[config.mk]
export PLATFORM = sky130hd
export DESIGN_NAME = ps2_ascii_source_flat
export DESIGN_NICKNAME = d
export VERILOG_FILES = /design/src/rtl/ps2_ascii_source_pkg.sv /design/src/rtl/ps2_ascii_source_if.sv /design/src/rtl/ps2_ascii_source_frame_rx.sv /design/src/rtl/ps2_ascii_source.sv /design/src/flat_wrapper.sv
export SDC_FILE = /design/constraint.sdc
export NUM_CORES = 1
export LEC_CHECK = 0
export CAP_MARGIN = 0
export CORE_MARGIN = 2
export CORE_UTILIZATION = 61
export DETAILED_ROUTE_END_ITERATION = 8
export PLACE_DENSITY = 0.85
export SLEW_MARGIN = 5
export SYNTH_ARGS = -nofsm -noshare
export SYNTH_HDL_FRONTEND = slang
export SYNTH_HIERARCHICAL = 1
export SYNTH_SLANG_ARGS = --single-unit
[constraint.sdc]
create_clock -name clk -period 2.6 [get_ports clk]
set_clock_uncertainty 0.15 [all_clocks]
set_input_delay 0.52 -clock clk [delete_from_list [all_inputs] [get_ports clk]]
set_output_delay 0.52 -clock clk [all_outputs]
set_load 0.02 [all_outputs]
[src/rtl/ps2_ascii_source_pkg.sv]
// ps2_pkg: frame/decoder FSM states, scan-code prefixes and the set-2 to ASCII lookup
// shared by ps2_ascii_source and Ps2FrameRx.
package ps2_pkg;

  typedef enum logic [1:0] {
    RX_IDLE,
    RX_DATA,
    RX_PARITY,
    RX_STOP
  } rx_state_t;

  typedef enum logic [1:0] {
    DEC_NORMAL,
    DEC_BREAK,
    DEC_EXT,
    DEC_EXT_BREAK
  } dec_state_t;

  localparam logic [7:0] PS2_BREAK  = 8'hF0;
  localparam logic [7:0] PS2_EXT    = 8'hE0;
  localparam logic [7:0] PS2_LSHIFT = 8'h12;
  localparam logic [7:0] PS2_RSHIFT = 8'h59;

  // Returns {valid, ascii}; letters are looked up lowercase and folded to uppercase on shift.
  function automatic logic [8:0] scan_to_ascii(input logic [7:0] code, input logic shift);
    logic [7:0] ch;
    logic       valid;
    ch    = 8'h00;
    valid = 1'b1;
    case (code)
      8'h1C: ch = "a";
      8'h32: ch = "b";
      8'h21: ch = "c";
      8'h23: ch = "d";
      8'h24: ch = "e";
      8'h2B: ch = "f";
      8'h34: ch = "g";
      8'h33: ch = "h";
      8'h43: ch = "i";
      8'h3B: ch = "j";
      8'h42: ch = "k";
      8'h4B: ch = "l";
      8'h3A: ch = "m";
      8'h31: ch = "n";
      8'h44: ch = "o";
      8'h4D: ch = "p";
      8'h15: ch = "q";
      8'h2D: ch = "r";
      8'h1B: ch = "s";
      8'h2C: ch = "t";
      8'h3C: ch = "u";
      8'h2A: ch = "v";
      8'h1D: ch = "w";
      8'h22: ch = "x";
      8'h35: ch = "y";
      8'h1A: ch = "z";
      8'h16: ch = shift ? "!" : "1";
      8'h1E: ch = shift ? "@" : "2";
      8'h26: ch = shift ? "#" : "3";
      8'h25: ch = shift ? "$" : "4";
      8'h2E: ch = shift ? "%" : "5";
      8'h36: ch = shift ? "^" : "6";
      8'h3D: ch = shift ? "&" : "7";
      8'h3E: ch = shift ? "*" : "8";
      8'h46: ch = shift ? "(" : "9";
      8'h45: ch = shift ? ")" : "0";
      8'h29: ch = 8'h20;
      8'h5A: ch = 8'h0A;
      8'h66: ch = 8'h08;
      default: valid = 1'b0;
    endcase
    if (shift && (ch >= "a") && (ch <= "z")) begin
      ch = ch - 8'h20;
    end
    return {valid, ch};
  endfunction

endpackage

[src/rtl/ps2_ascii_source_if.sv]
// ps2_ascii_source_if: decoded character stream from the PS/2 decoder to the display.
interface ps2_ascii_source_if;
  logic [7:0] ascii;
  logic       ascii_val;
  logic       frame_err;

  modport master (output ascii, ascii_val, frame_err);
  modport slave  (input  ascii, ascii_val, frame_err);
endinterface

[src/rtl/ps2_ascii_source_frame_rx.sv]
// Ps2FrameRx: synchronizes the PS/2 pins, detects clock falling edges and assembles
// 11-bit frames into bytes, flagging start/parity/stop/timeout errors.
module Ps2FrameRx
  import ps2_pkg::*;
#(
  parameter int p_timeout_cycles = 50000
) (
  input  logic       clk,
  input  logic       rst,
  input  logic       ps2_clk,
  input  logic       ps2_data,
  output logic [7:0] rx_byte,
  output logic       byte_val,
  output logic       frame_err
);

  localparam logic [15:0] TMO_LAST = 16'(p_timeout_cycles - 1);

  logic [1:0] clk_sync;
  logic [1:0] data_sync;
  logic       clk_prev;
  logic       fall;
  logic       bit_in;

  rx_state_t  state, state_nxt;
  logic [2:0] bit_cnt, bit_cnt_nxt;
  logic [7:0] data_sr, data_sr_nxt;
  logic       par_bit, par_bit_nxt;
  logic [15:0] tmo_cnt, tmo_nxt;
  logic [7:0] byte_nxt;
  logic       val_nxt, err_nxt;

  // Pins idle high, so the synchronizers reset to 1 to avoid a false edge after reset.
  always_ff @(posedge clk or negedge rst) begin
    if (!rst) begin
      clk_sync  <= 2'b11;
      data_sync <= 2'b11;
      clk_prev  <= 1'b1;
    end else begin
      clk_sync  <= {clk_sync[0], ps2_clk};
      data_sync <= {data_sync[0], ps2_data};
      clk_prev  <= clk_sync[1];
    end
  end

  assign fall   = clk_prev & ~clk_sync[1];
  assign bit_in = data_sync[1];

  always_ff @(posedge clk or negedge rst) begin
    if (!rst) begin
      state     <= RX_IDLE;
      bit_cnt   <= 3'd0;
      data_sr   <= 8'h00;
      par_bit   <= 1'b0;
      tmo_cnt   <= 16'd0;
      rx_byte   <= 8'h00;
      byte_val  <= 1'b0;
      frame_err <= 1'b0;
    end else begin
      state     <= state_nxt;
      bit_cnt   <= bit_cnt_nxt;
      data_sr   <= data_sr_nxt;
      par_bit   <= par_bit_nxt;
      tmo_cnt   <= tmo_nxt;
      rx_byte   <= byte_nxt;
      byte_val  <= val_nxt;
      frame_err <= err_nxt;
    end
  end

  always_comb begin
    state_nxt   = state;
    bit_cnt_nxt = bit_cnt;
    data_sr_nxt = data_sr;
    par_bit_nxt = par_bit;
    tmo_nxt     = tmo_cnt;
    byte_nxt    = rx_byte;
    val_nxt     = 1'b0;
    err_nxt     = 1'b0;

    // An edge in the same cycle as expiry wins: the timeout branch only runs without one.
    if (state != RX_IDLE) begin
      if (fall) begin
        tmo_nxt = 16'd0;
      end else if (tmo_cnt == TMO_LAST) begin
        tmo_nxt   = 16'd0;
        state_nxt = RX_IDLE;
        err_nxt   = 1'b1;
      end else begin
        tmo_nxt = tmo_cnt + 16'd1;
      end
    end

    if (fall) begin
      unique case (state)
        RX_IDLE: begin
          if (!bit_in) begin
            state_nxt   = RX_DATA;
            bit_cnt_nxt = 3'd0;
          end else begin
            err_nxt = 1'b1;
          end
        end
        RX_DATA: begin
          data_sr_nxt = {bit_in, data_sr[7:1]};
          bit_cnt_nxt = bit_cnt + 3'd1;
          if (bit_cnt == 3'd7) begin
            state_nxt = RX_PARITY;
          end
        end
        RX_PARITY: begin
          par_bit_nxt = bit_in;
          state_nxt   = RX_STOP;
        end
        RX_STOP: begin
          state_nxt = RX_IDLE;
          if (bit_in && (^{data_sr, par_bit})) begin
            byte_nxt = data_sr;
            val_nxt  = 1'b1;
          end else begin
            err_nxt = 1'b1;
          end
        end
        default: state_nxt = RX_IDLE;
      endcase
    end
  end

endmodule

[src/rtl/ps2_ascii_source.sv]
// ps2_ascii_source: PS/2 set-2 keyboard decoder producing a one-cycle ASCII stream.
// Define PS2_SHIFT_EN to track Shift and emit uppercase letters and digit-row symbols.
module ps2_ascii_source
  import ps2_pkg::*;
#(
  parameter int p_timeout_cycles = 50000
) (
  input  logic clk,
  input  logic rst,
  input  logic ps2_clk,
  input  logic ps2_data,
  ps2_ascii_source_if.master bus
);

  logic [7:0] rx_byte;
  logic       byte_val;
  logic       rx_err;

  dec_state_t dec_state, dec_nxt;
  logic [7:0] ascii_q, ascii_nxt;
  logic       ascii_val_q, val_nxt;
  logic       frame_err_q;
  logic [8:0] lookup;
  logic       is_shift;
  logic       shift_on;

  Ps2FrameRx #(
    .p_timeout_cycles(p_timeout_cycles)
  ) u_rx (
    .clk       (clk),
    .rst       (rst),
    .ps2_clk   (ps2_clk),
    .ps2_data  (ps2_data),
    .rx_byte   (rx_byte),
    .byte_val  (byte_val),
    .frame_err (rx_err)
  );

`ifdef PS2_SHIFT_EN
  logic shift_q, shift_nxt;

  always_ff @(posedge clk or negedge rst) begin
    if (!rst) begin
      shift_q <= 1'b0;
    end else begin
      shift_q <= shift_nxt;
    end
  end

  assign shift_on = shift_q;
`else
  assign shift_on = 1'b0;
`endif

  assign is_shift = (rx_byte == PS2_LSHIFT) || (rx_byte == PS2_RSHIFT);
  assign lookup   = scan_to_ascii(rx_byte, shift_on);

  // frame_err is re-registered so it lines up with ascii_val one stage behind the receiver.
  always_ff @(posedge clk or negedge rst) begin
    if (!rst) begin
      dec_state   <= DEC_NORMAL;
      ascii_q     <= 8'h00;
      ascii_val_q <= 1'b0;
      frame_err_q <= 1'b0;
    end else begin
      dec_state   <= dec_nxt;
      ascii_q     <= ascii_nxt;
      ascii_val_q <= val_nxt;
      frame_err_q <= rx_err;
    end
  end

  always_comb begin
    dec_nxt   = dec_state;
    ascii_nxt = ascii_q;
    val_nxt   = 1'b0;
`ifdef PS2_SHIFT_EN
    shift_nxt = shift_q;
`endif
    if (byte_val) begin
      unique case (dec_state)
        DEC_NORMAL: begin
          if (rx_byte == PS2_BREAK) begin
            dec_nxt = DEC_BREAK;
          end else if (rx_byte == PS2_EXT) begin
            dec_nxt = DEC_EXT;
          end else if (is_shift) begin
`ifdef PS2_SHIFT_EN
            shift_nxt = 1'b1;
`endif
          end else if (lookup[8]) begin
            ascii_nxt = lookup[7:0];
            val_nxt   = 1'b1;
          end
        end
        DEC_BREAK: begin
`ifdef PS2_SHIFT_EN
          if (is_shift) begin
            shift_nxt = 1'b0;
          end
`endif
          dec_nxt = DEC_NORMAL;
        end
        DEC_EXT: begin
          dec_nxt = (rx_byte == PS2_BREAK) ? DEC_EXT_BREAK : DEC_NORMAL;
        end
        DEC_EXT_BREAK: dec_nxt = DEC_NORMAL;
        default:       dec_nxt = DEC_NORMAL;
      endcase
    end
  end

  assign bus.ascii     = ascii_q;
  assign bus.ascii_val = ascii_val_q;
  assign bus.frame_err = frame_err_q;

endmodule

[src/flat_wrapper.sv]
// flat-port wrapper written by rule: the top's interface ports become plain ports
module ps2_ascii_source_flat import ps2_pkg::*;
#(
  parameter int p_timeout_cycles = 50000
)
  (clk, rst, ps2_clk, ps2_data, bus_ascii, bus_ascii_val, bus_frame_err);
  ps2_ascii_source_if bus_i ();
  input  logic clk;
  input  logic rst;
  input  logic ps2_clk;
  input  logic ps2_data;
  output wire logic [$bits(bus_i.ascii)-1:0] bus_ascii;
  output wire logic [$bits(bus_i.ascii_val)-1:0] bus_ascii_val;
  output wire logic [$bits(bus_i.frame_err)-1:0] bus_frame_err;
  assign bus_ascii = bus_i.ascii;
  assign bus_ascii_val = bus_i.ascii_val;
  assign bus_frame_err = bus_i.frame_err;
  ps2_ascii_source #(.p_timeout_cycles(p_timeout_cycles)) u_core (.clk(clk), .rst(rst), .ps2_clk(ps2_clk), .ps2_data(ps2_data), .bus(bus_i));
endmodule
* Word level (Yosys, flattened, before mapping) *
Cells that the tools add are included.

operators by class
  reduce and logical (&&, ||, !) cells = 15
  add/subtract/negate cells = 2
  equality and inequality tests = 53
  bitwise gates (word level) = 5
  multiplexer cells = 33

operator list
  cell                                                  number
  case mux 7 bit (39 select lines)                      1
  equality test 8 x 6 -> 1 bit (second input constant)  23
  equality test 8 x 7 -> 1 bit (second input constant)  10
  equality test 8 x 5 -> 1 bit (second input constant)  8
  OR reduction 39 bit                                   1
  2-to-1 mux 16 bit                                     2
  2-to-1 mux 2 bit                                      9
  adder 16 x 1 -> 16 bit (second input constant)        1
  equality test 16 bit (second input constant)          1
  equality test 8 bit (second input constant)           2
  2-to-1 mux 1 bit                                      16
  parity 9 bit                                          1
  equality test 2 bit (second input constant)           4
  case mux 2 bit (4 select lines)                       1
  case mux 2 bit (3 select lines)                       1
  case mux 3 bit (2 select lines)                       1
  AND reduction 2 bit                                   3
  AND reduction 3 bit                                   2
  AND reduction 6 bit                                   1
  equality test 2 x 1 -> 1 bit (second input constant)  2
  logical NOT 2 bit                                     2
  NOT 1 bit                                             4
  nonzero test 2 bit                                    2
  adder 3 x 1 -> 3 bit (second input constant)          1
  9 further kinds                                       9

word-level totals
  register bits after elaboration = 57
  bits of input ports = 4
  logic and storage cells = 123

* Longest topological paths before layout *
Gate-level depths: netlist of the first run.

  depth in word-level cells = 9
  gate-level depth with buffers = 8

* Modules after synthesis *
Netlist of the first run, hierarchy kept.

modules (own cells, without submodules)
  module            cells an instance  sequential area each (µm²)  instances  area each (µm²)
  Ps2FrameRx        202                1132.3                      1          2243.4
  ps2_ascii_source  164                275.3                       1          1278.7

* Worst setup path after synthesis of the first run *
No wires, ideal clock.

  path kind = register to register
  start point = register u_core.u_rx.rx_byte[7]
  end point = register u_core.ascii_q[0] (netlist: u_core/bus.ascii[0])
  data arrival time = 2.153 ns
  required time = 2.325 ns
  setup time = 0.125 ns
  cell stages (with the launch flop) = 9
  slack = 0.172 ns
  cell sequence = dfrtp_1 buf_6 or4b_1 buf_2 o21ai_1 o21ai_0 and4b_4 a31oi_4 mux2_2

between the ends
  longest elaborated chain between the ends = 4
  elaborated cells on any way between the ends = 51
  those cells by class = eq/ne: 43; mux: 2; bitwise: 3; reduce/logical: 3

RTL lines
  item                                                                             line                             text
  start: declaration                                                               ps2_ascii_source_frame_rx.sv:12  output logic [7:0] rx_byte,
  start signal: assignment                                                         ps2_ascii_source_frame_rx.sv:65  rx_byte <= byte_nxt;
  equality test 8 x 5 -> 1 bit, or another cell as far along                       ps2_ascii_source_pkg.sv:30       case (code)
  OR reduction 39 bit (no source line) / logical OR 1 bit (equally long branches)  -
  2-to-1 mux 1 bit / NOT 1 bit (equally long branches)                             -
  AND reduction 6 bit (no source line)                                             -
  end signal: assignment                                                           ps2_ascii_source.sv:67           ascii_q <= ascii_nxt;
  end: declaration                                                                 ps2_ascii_source.sv:20           logic [7:0] ascii_q, ascii_nxt;

Parallel ways exist; a longest one is shown, timed or not.
A chain may end at the register's enable or synchronous reset.

* Worst setup path in the final report of the first run *
  start point = register u_core.u_rx.rx_byte[6]
  end point = register u_core.ascii_q[2] (netlist: u_core/bus.ascii[2])

The elaborated chain is that of the path after synthesis.

==> results of run 1 <==
## layout by cell type (no fill, tap or decap), types with 5 or more instances in the layout
cell / n
nand2_1: 31
a31oi_1: 6
mux2_2: 13
ha_1: 7
inv_1: 11
o22ai_1: 7
a21oi_1: 15
nor2b_1: 8
mux2_4: 9
and3_1: 6
o21ai_0: 21
xnor2_1: 6
xor2_1: 6
clkdlybuf4s50_1: 11
dfrtp_1: 46
dfrtp_2: 5
buf_4: 34
nand3_1: 17
nor4_1: 5
nand4_1: 8
clkbuf_8: 6
nor3_1: 8
nand2b_1: 12
nor2_1: 14
dfstp_2: 5
## sequential cells by signal (all words and copies together), names as in the netlist
name                   count
u_core/u_rx/state          2
u_core/u_rx/byte_val       1
u_core/u_rx/clk_prev       1
u_core/u_rx/frame_err      1
u_core/u_rx/clk_sync       2
u_core/bus.ascii           7
u_core/u_rx/tmo_cnt       16
u_core/bus.frame_err       1
u_core/u_rx/data_sr        8
u_core/u_rx/data_sync      2
u_core/u_rx/bit_cnt        3
u_core/dec_state           2
u_core/u_rx/rx_byte        8
u_core/bus.ascii_val       1
u_core/u_rx/par_bit        1
## worst min path at each step
stage                     slack, ps  depth (start not counted)                  endpoint                     start
final                            30                          2    u_core/u_rx/data_sr[0]                       rst
after floorplan                  70                          0       u_core/bus.ascii[0]                       rst
after CTS                        40                          2       u_core/bus.ascii[4]                       rst
after global routing             40                          2    u_core/u_rx/data_sr[0]                       rst
after detailed placement        200                          0  u_core/u_rx/data_sync[1]  u_core/u_rx/data_sync[0]
after global placement          180                          0      u_core/bus.frame_err     u_core/u_rx/frame_err
## logic make-up (layout without fill, tap and decap cells)
kind of cell | after synthesis | in the layout | share of synthesized area
buffers and inverters | 38 | 67 | 0.05009
XOR/XNOR | 14 | 14 | 0.04263
other | 1 | 1 | 0.001065
AND/OR/NAND/NOR | 141 | 141 | 0.2323
adder cells (fa/ha/maj) | 7 | 7 | 0.02487
multiplexers | 24 | 24 | 0.08561
flip-flops | 56 | 56 | 0.3996
AO/OA/AOI/OAI | 85 | 85 | 0.1638
## critical path: stages, from the launching register on
cell and delay [ps]:
dfrtp_2 480, buf_4 170, or4b_1 540, o21ai_1 150, o21ai_0 100, and4b_4 240, a31oi_4 270, mux2_2 380
## per-layer routing
metal / global-route usage / vias up / share of wire
met1: 0.3852 / 1427 / 0.45
li1: - / 1400 / -
met2: 0.4067 / 119 / 0.47
met4: 0.07966 / 0 / 0.021
met3: 0.05090 / 19 / 0.055
met5: 0 / - / 0
## per-stage QoR
| step | area (um2) | setup TNS [ps] | total power, uW | hold slack [ps] |
|---|---|---|---|---|
| after floorplan | 3522 | 0 | 1875 | 74.41 |
| after global routing | 3999 | -16.25 | 2869 | 41.37 |
| after CTS | 3905 | 0 | 2667 | 38.68 |
| after detailed placement | 3804 | 0 | 2143 | 199.1 |
| final | 3999 | 0 | 2694 | 29.81 |
| after global placement | 3804 | 0 | 2091 | 183.4 |
## cell type report
class                   count  share of cell area
inverters                  12             0.01126
multi-input cells         272              0.4897
clock inverters             2            0.004693
repair buffers             47             0.09762
well taps                  72             0.02253
flip-flops and latches     56              0.3536
clock buffers               6             0.02065
## repair_timing
item	in CTS	in global routing
hold buffers	0	0
setup endpoints to repair	0	4
resized for setup	0	9
buffers inserted	0	9
## report_power, final
part	internal, uW	switching [uW]	total, uW
Sequential	1020	169	1190
Combinational	499	484	983
Clock	223	299	522
==> impl_metrics.toml, run 1 <==
[sta]
tightest_slew_ps = 548.2
slew_headroom = 0.6345
fmax_mhz = 388.1
period_share = 0.9909
min_period_ps = 2576
drv_slew = 0
finalHoldViolations = 0
setup_ws_ps = 23.57
setup_viol = 0

[clock_tree]
ctsHtreeMaxLevel = 2
clk_pin_slew_worst_paths_ps = 110
clkLatencyLatePin_ps = 320
cts-root-buf = "clkbuf_8"
cts_tree = "done"
cts_sinks = 56
cts_buffers = 5
cts_max_path_buffers = 2

[critical_path]
r2r-end = "u_core/bus.ascii[2]"
required_ps = 2670
startpoint = "u_core/u_rx/rx_byte[6]"
cp.arrival_ps = 2640
start_kind = "flip-flop"
critPathCaptureType = "flip-flop"
critPathKind = "flip-flop to flip-flop"
ff2ff_setup_slack_ps = 20
reg2reg_depth = 7
r2r-start = "u_core/u_rx/rx_byte[6]"
cp_max_fo = 7
crit_path_end = "u_core/bus.ascii[2]"

[drt]
vias_per_cell = 6.349
firstDrtPassIters = 4
drt_iter0_markers = 399
routed-via-count = 2965
ant_nets = 0
wl_um = 8053
drc_errors = 0
wl_per_cell_um = 17.24

[hold_path]
hold_class = "input port to async pin"

[grt]
grt_pass1_vias = 2744
grt_pass1_wl_um = 13230
antenna_found_initial = 0
grt_max_degree = 57
grt_usage = 0.2661
overflow = 0

[synth]
yosys.area.top_type = "dfrtp_1"
synthTopCellsByArea = "dfrtp_1 (36%), mux2_2 (4.2%), mux2_4 (3.8%), dfstp_2 (3.7%), nand2_1 (3.3%)"
yosys_most_used_dff = "dfrtp_1"
synth.most_common_cell = "dfrtp_1"
synth-edff-count = 0
postSynthCellCount = 366
synth_warnings = 6
async_flop_share = 1.000
netlist-cell-type-count = 65
ys_ff_latch = 56
ys_seq_area_frac = 0.3996
avgSynthCellArea_um2 = 9.623
synth.net_count = 377
synth_top_area_frac = 0.3623
synth_commonest_cells = "dfrtp_1 (51), nand2_1 (31), o21ai_0 (21)"
syn_area_um2 = 3522

[power_and_ir_drop]
power.density_nw_per_um2 = 673.7
leakagePower_uw = 0.001721
power.ir.vdd_worst_mv = 0.6054

[floorplanning]
fp.dieH_um = 79.99
core_area_um2 = 5540
io_pins = 14
rows = 27
start_util = 0.6357
die-area_um2 = 6398
die_w_um = 79.99

[final_layout]
antenna_cells = 0
areaGrowthSynthToFinish_pct = 13.53
utilization = 0.7218
regArea_um2 = 1414
fin_nets = 405
drive_above_1_share = 0.2278
multiInputGateArea_um2 = 1958
nFillCells = 410
layout.cells.non_filler = 467

[place]
io_buffers = 12
pre_cts_ws_ps = 21.28
gp_congestion = 0.9823
dp.cells = 450
hpwlAfterDp_um = 5534

[status]
status = "completed"

[run]
maxCapViolations = 0
(Power assumes the default switching activity.)
==> run 2: changes to the inputs <==
PLACE_DENSITY = unset   (was 0.85)
PLACE_DENSITY_LB_ADDON = 0.12   (was unset)
==> run 2 against run 1 <==
  * Register-to-register slack improved by 70 ps
  * Clock power fell by 8.8%
  * Die area did not move
  * First-iteration DRC count fell by 39%
  * Combinational power fell by 5.7%
  * Critical path depth did not move
  * Sequential cell count did not move
  * Routed wire length fell by 8.9%
  * Worst hold slack improved by 2.2 ps
  * Power fell by 4.2%
  * Largest power group unchanged
==> impl_metrics.toml, run 2 (same netlist as run 1, synthesis figures left out) <==
[status]
status = "completed"

[grt]
antenna_found_initial = 0
overflow = 0
grt_max_degree = 27
grt_pass1_wl_um = 12860
grt_pass1_vias = 2759
grt_usage = 0.2539

[critical_path]
critPathKind = "flip-flop to flip-flop"
r2r-start = "u_core/u_rx/rx_byte[1]"
cp_max_fo = 11
ff2ff_setup_slack_ps = 90
crit_chain = "buf_4, nor4b_1, a31oi_1, o22a_1, nor3b_2, a31oi_4, mux2_2"
crit_cells = 7
cp_slowest_cell = "dfrtp_1"
cp.arrival_ps = 2560
start_kind = "flip-flop"
r2r-end = "u_core/bus.ascii[3]"
reg2reg_depth = 7
crit_path_max_incr_delay_ps = 500
startpoint = "u_core/u_rx/rx_byte[1]"
path_delay_family = "simple AND/OR/NAND/NOR gates"
crit_path_end = "u_core/bus.ascii[3]"
critPathCaptureType = "flip-flop"
crit_buf_inv = 1
required_ps = 2650

[place]
io_buffers = 12
pre_cts_ws_ps = 150.3
post_dp_cell_area_um2 = 3821
gp_congestion = 0.9977
hpwlAfterDp_um = 5421

[floorplanning]
die-area_um2 = 6398
rows = 27
core_area_um2 = 5540
start_util = 0.6357
fp.dieH_um = 79.99
die_w_um = 79.99
io_pins = 14

[clock_tree]
cts_tree = "done"
clkLatencyLatePin_ps = 310
clk_pin_slew_worst_paths_ps = 100
postCtsSetupRepairBufs = 0
cts-root-buf = "clkbuf_8"
cts_resized = 0
ctsHtreeMaxLevel = 2
cts_sinks = 56
cts_buffers = 5
cts_max_path_buffers = 2
holdBufCountCts = 0

[sta]
setup_ws_ps = 92.16
min_period_ps = 2508
drv_slew = 0
fmax_mhz = 398.7
finalHoldViolations = 0
tightest_slew_ps = 548.0
slew_headroom = 0.6346
period_share = 0.9646
setup_tns_ps = 0
setup_viol = 0
rsz0062_at_grt = "no"

[run]
maxCapViolations = 0

[drt]
routed-via-count = 2883
wl_per_cell_um = 15.88
wl_um = 7336
ant_nets = 0
drc_errors = 0
firstDrtPassIters = 5
drt_iter0_markers = 242
vias_per_cell = 6.240

[power_and_ir_drop]
power.ir.vdd_worst_mv = 0.6504
leakagePower_uw = 0.001684
power.density_nw_per_um2 = 660.5

[final_layout]
areaGrowthSynthToFinish_pct = 10.94
largest_register_ffs = 16
fin_nets = 400
final_common_cell = "dfrtp_1"
drive_above_1_share = 0.1923
reg_top3 = "u_core/u_rx/tmo_cnt (16), u_core/u_rx/data_sr (8), u_core/u_rx/rx_byte (8)"
utilization = 0.7053
antenna_cells = 0
design_area_um2 = 3908
largest-register = "u_core/u_rx/tmo_cnt"
final_cell_mix = "dfrtp_1 (51), nand2_1 (31), buf_4 (30)"

[hold_path]
hold_class = "input port to async pin"
==> run 2: cell count changes in the layout (fill, tap and decap cells not counted), sizes merged <==
cell / previous run / this run
buf: 36 / 31
clkinvlp: 1 / 0
clkinv: 1 / 2
==> run 2: worst min-delay path by stage <==
stage | start | to | slack, ps | depth (start not counted)
floorplan | rst | u_core/bus.ascii[0] | 70 | 0
global placement | u_core/u_rx/frame_err | u_core/bus.frame_err | 180 | 0
detailed placement | u_core/u_rx/data_sync[0] | u_core/u_rx/data_sync[1] | 200 | 0
CTS | rst | u_core/bus.ascii_val | 40 | 1
global route | rst | u_core/bus.ascii_val | 70 | 1
finish | rst | u_core/bus.ascii[0] | 30 | 1
==> run 2: routing by layer <==
layer / GRT usage / vias up / routed length (um)
met4: 0.08136 / 0 / 100
li1: - / 1393 / -
met2: 0.4108 / 108 / 3430
met1: 0.3513 / 1372 / 3377
met3: 0.03846 / 10 / 428
met5: 0 / - / 0
==> run 2: final cells by class <==
cell class | instances | area, um2
clock buffers | 6 | 72.57
flip-flops and latches | 56 | 1408
clock inverters | 2 | 13.76
inverters | 12 | 45.04
well taps | 72 | 90.09
multi-input cells | 272 | 1938
repair buffers | 42 | 340.3
fillers | 433 | 1633
==> run 2: per-stage QoR <==
stage,power (uW),hold slack [ps],std cells
CTS,2601,42.76,462
detailed placement,2123,198.2,454
global placement,2086,182.8,454
finish,2581,32.00,462
global route,2772,67.87,462
floorplan,1875,74.41,366
==> run 2: power by group <==
group | total, uW | switching (uW) | internal, uW | leakage [uW]
clock network | 476 | 283 | 193 | 0.0000456
registers | 1180 | 160 | 1020 | 0.000743
logic | 927 | 451 | 475 | 0.000896
total | 2580 | 894 | 1690 | 0.00168
==> variant 1, RTL diff (settings of run 2) <==
Build with the macro `PS2_SHIFT_EN` defined.
--- a/src/rtl/ps2_ascii_source.sv
+++ b/src/rtl/ps2_ascii_source.sv
@@ -1,5 +1,7 @@
 // ps2_ascii_source: PS/2 set-2 keyboard decoder producing a one-cycle ASCII stream.
 // Define PS2_SHIFT_EN to track Shift and emit uppercase letters and digit-row symbols.
+`define PS2_SHIFT_EN
+
 module ps2_ascii_source
   import ps2_pkg::*;
 #(
Formal check against the unedited RTL: same outputs for any inputs over 10 cycles, from zero or initial values and one cycle with rst low; that may be too few to reach the edited logic, so the function may still have changed.
==> variant 1 against run 2 <==
  * The run now ends with negative setup slack left
  * Routed wire length is 41% higher
  * Area after synthesis is 9.5% higher
  * Critical path type unchanged
  * Design area is 23% higher
  * Worst setup slack worse by 190 ps
  * Total power is 21% higher
  * Sequential cell count is 2 higher
  * Critical path depth is 5 higher
  * Non-clock buffer count is 33 higher
  * Clock power is 96% higher
==> variant 1: results (changes against run 2) <==
* GRT Util Overall at 0.282 (was 0.254)
* Syn nets at 405 (was 377)
* Setup ws final at -98.1 ps (was 92.2 ps)
* Cell variety after synth at 73 (was 65)
* Non-clk buf share at 0.133 (was 0.0871)
* Seq/Total Area, Yosys at 0.378 (was 0.400)
* Sequential share of cell area at 0.305 (was 0.360)
* Violated checks: negative setup slack
* Vias in the first global route at 3178 (was 2759)
* Outcome: finished with violations (was completed)
* Layout cell share with drive strength beyond 1 at 0.324 (was 0.192)
* Iter 0 DRT Violations at 423 (was 242)
* Mux cell area share after synthesis at 0.104 (was 0.0856)
* Fin nets at 464 (was 400)
* Critical Path Sink: u_core/bus.ascii[6] (was u_core/bus.ascii[3])
* Compound-cell area share of the yosys netlist at 0.179 (was 0.164)
* # setup viols final at 6 (was 0)
* Slew at the pin closest to its max-slew limit at 662 ps (was 548 ps)
* H-tree Lvls at 3 (was 2)
* Largest net degree at the start of global routing at 29 (was 27)
* Synth cell count leaders: dfrtp_1, nand2_1, nand3_1, o21ai_0, a21oi_1 (was dfrtp_1, nand2_1, o21ai_0, nand3_1, a21oi_1)
* Worst Path Max Fanout at 7 (was 11)
* Max rail drop VDD at 0.818 mV (was 0.650 mV)
* Final wirelength at 10300 um (was 7340 um)
* TritonCTS Buffers at 9 (was 5)
* Port Buffers at 13 (was 12)
* Crit path largest cell delay at 420 ps (was 500 ps)
* Post-CTS Resized at 7 (was 0)
* Clock buffer count at 11 (was 6)
==> variant 1: changes by cell type after synthesis, sizes merged, moves of 4 or more <==
cell / change
a31oi: +6
buf: +4
inv: +6
mux2i: +6
o21ai: -5
==> variant 1: through the flow <==
step / setup slack (ps) / instance area, um^2 / hold WS, ps / setup TNS (ps)
2_1_floorplan: 96.9 / 3860 / 74.4 / 0
3_3_place_gp: -32.0 / 4260 / 199 / -32.0
3_5_place_dp: -96.0 / 4260 / 200 / -96.0
4_1_cts: -21.4 / 4530 / 63.2 / -77.3
5_1_grt: -180 / 4800 / 114 / -887
6_report: -98.1 / 4800 / 48.2 / -243
==> variant 1: where the power goes <==
part           total [W]  internal, W  switching, W
sequential       0.00121      0.00104      0.000169
clock           0.000935     0.000564      0.000370
combinational   0.000975     0.000482      0.000492
==> variant 1: routing by layer <==
metal	track usage	wire, um	vias up
met5	0	0	-
met4	0.104	310	0
met3	0.0415	553	40
met2	0.450	4970	151
met1	0.392	4510	1714
li1	-	-	1587
==> variant 2, RTL diff (config.mk and constraints of run 2) <==
Made on the original files. Encoding of `rx_state_t`: now one-hot (4 bits for 4 states).
--- a/src/rtl/ps2_ascii_source_pkg.sv
+++ b/src/rtl/ps2_ascii_source_pkg.sv
@@ -2,11 +2,11 @@
 // shared by ps2_ascii_source and Ps2FrameRx.
 package ps2_pkg;
 
-  typedef enum logic [1:0] {
-    RX_IDLE,
-    RX_DATA,
-    RX_PARITY,
-    RX_STOP
+  typedef enum logic [3:0] {
+    RX_IDLE   = 4'b0001,
+    RX_DATA   = 4'b0010,
+    RX_PARITY = 4'b0100,
+    RX_STOP   = 4'b1000
   } rx_state_t;
 
   typedef enum logic [1:0] {
Function: no difference found for any inputs over 10 cycles, from zero or initial values and one cycle with rst low; not proved beyond that.
==> variant 2 against run 2 <==
  * Count of clock-buffer cells in the layout increased by 8
  * Sequential share of layout area decreased by 0.29 points
  * Non-clock buffer count increased by 5
  * Routed wire length increased by 14%
  * Sequential cell count increased by 2
  * Hold slack improved by 6.7 ps
  * Core utilization increased by 3.5 points
  * Worst setup slack got worse by 8.0 ps
  * Area after synthesis increased by 0.43%
  * Design area increased by 5.0%
  * Fmax decreased by 0.32%
Power is not compared: it rests on default switching activity, and its combinational part moved more than twofold at a synthesized area within 25%.
==> variant 2: results (changes against run 2) <==
* Wl on met1 at 3850 um (was 3380 um)
* Pre-CTS setup slack at 71.2 ps (was 150 ps)
* GRT Util Overall at 0.276 (was 0.254)
* Vias in the first global route at 2850 (was 2759)
* Metal2 WL at 3870 um (was 3430 um)
* Top cells by area, synth: dfrtp_1, nand2_1, dfstp_2 (was dfrtp_1, mux2_2, mux2_4)
* Outcome: completed (unchanged)
* H-tree Lvls at 3 (was 2)
* Met1 Use GR at 0.402 (was 0.351)
* Multi-input gate count at 289 (was 272)
* TritonCTS Sinks at 58 (was 56)
* Seq/Total Area, Yosys at 0.412 (was 0.400)
* Post-synth top area share at 0.368 (was 0.362)
* First-pass GRT wire length at 13800 um (was 12900 um)
* Final-layout clock-cell area share at 0.0482 (was 0.0221)
* Crit-path slowest cell: dfrtp_2 (was dfrtp_1)
* Synth cell count leaders: dfrtp_1, nand2_1, o21ai_0, a21oi_1 (was dfrtp_1, nand2_1, o21ai_0, nand3_1, a21oi_1)
* Fin nets at 417 (was 400)
* Non-Clock Inverter Count at 5 (was 12)
* Clock buffer count at 14 (was 6)
* Period utilisation layout at 0.968 (was 0.965)
* Post-Synthesis Cells at 377 (was 366)
* Sequential share of cell area at 0.357 (was 0.360)
* Layout cell share with drive strength beyond 1 at 0.212 (was 0.192)
* Reg2Reg Depth at 6 (was 7)
* Sum of net half-perimeters after detailed placement at 5920 um (was 5420 um)
* Largest net degree at the start of global routing at 34 (was 27)
* Final cell count without fillers at 487 (was 462)
* Wirelength per Cell at 17.1 um (was 15.9 um)
* TritonCTS Buffers at 9 (was 5)
* Crit path largest cell delay at 470 ps (was 500 ps)
* Clk pin slew, worst setup/hold paths at 70 ps (was 100 ps)
* Iter 0 DRT Violations at 327 (was 242)
* Cell variety after synth at 64 (was 65)
[variant 2: power groups by stage]
stage | Combinational (W) | Clock, W | Sequential [W]
after CTS | 0.000260 | 0.000860 | 0.00102
after global routing | 0.000290 | 0.000896 | 0.00103
after floorplan | 0.000198 | 0 | 0.00101
after global placement | 0.000251 | 0 | 0.00103
after detailed placement | 0.000258 | 0 | 0.00103
final | 0.000261 | 0.000852 | 0.00102
[variant 2: cells by family after synthesis]
family	synth area share
compound gates	0.161
xor+xnor	0.0442
fa+ha+maj	0.0106
buf+inv	0.0400
flops	0.412
mux	0.0573
other cells	0.00106
simple gates	0.273
[variant 2: metrics by stage]
stage                     total power, W  instance area [um^2]  hold slack (ps)
final                            0.00213                  4100             38.7
after global routing             0.00221                  4100             89.1
after CTS                        0.00214                  4090             54.0
after detailed placement         0.00129                  3890              198
after global placement           0.00128                  3890              196
after floorplan                  0.00121                  3540             74.4
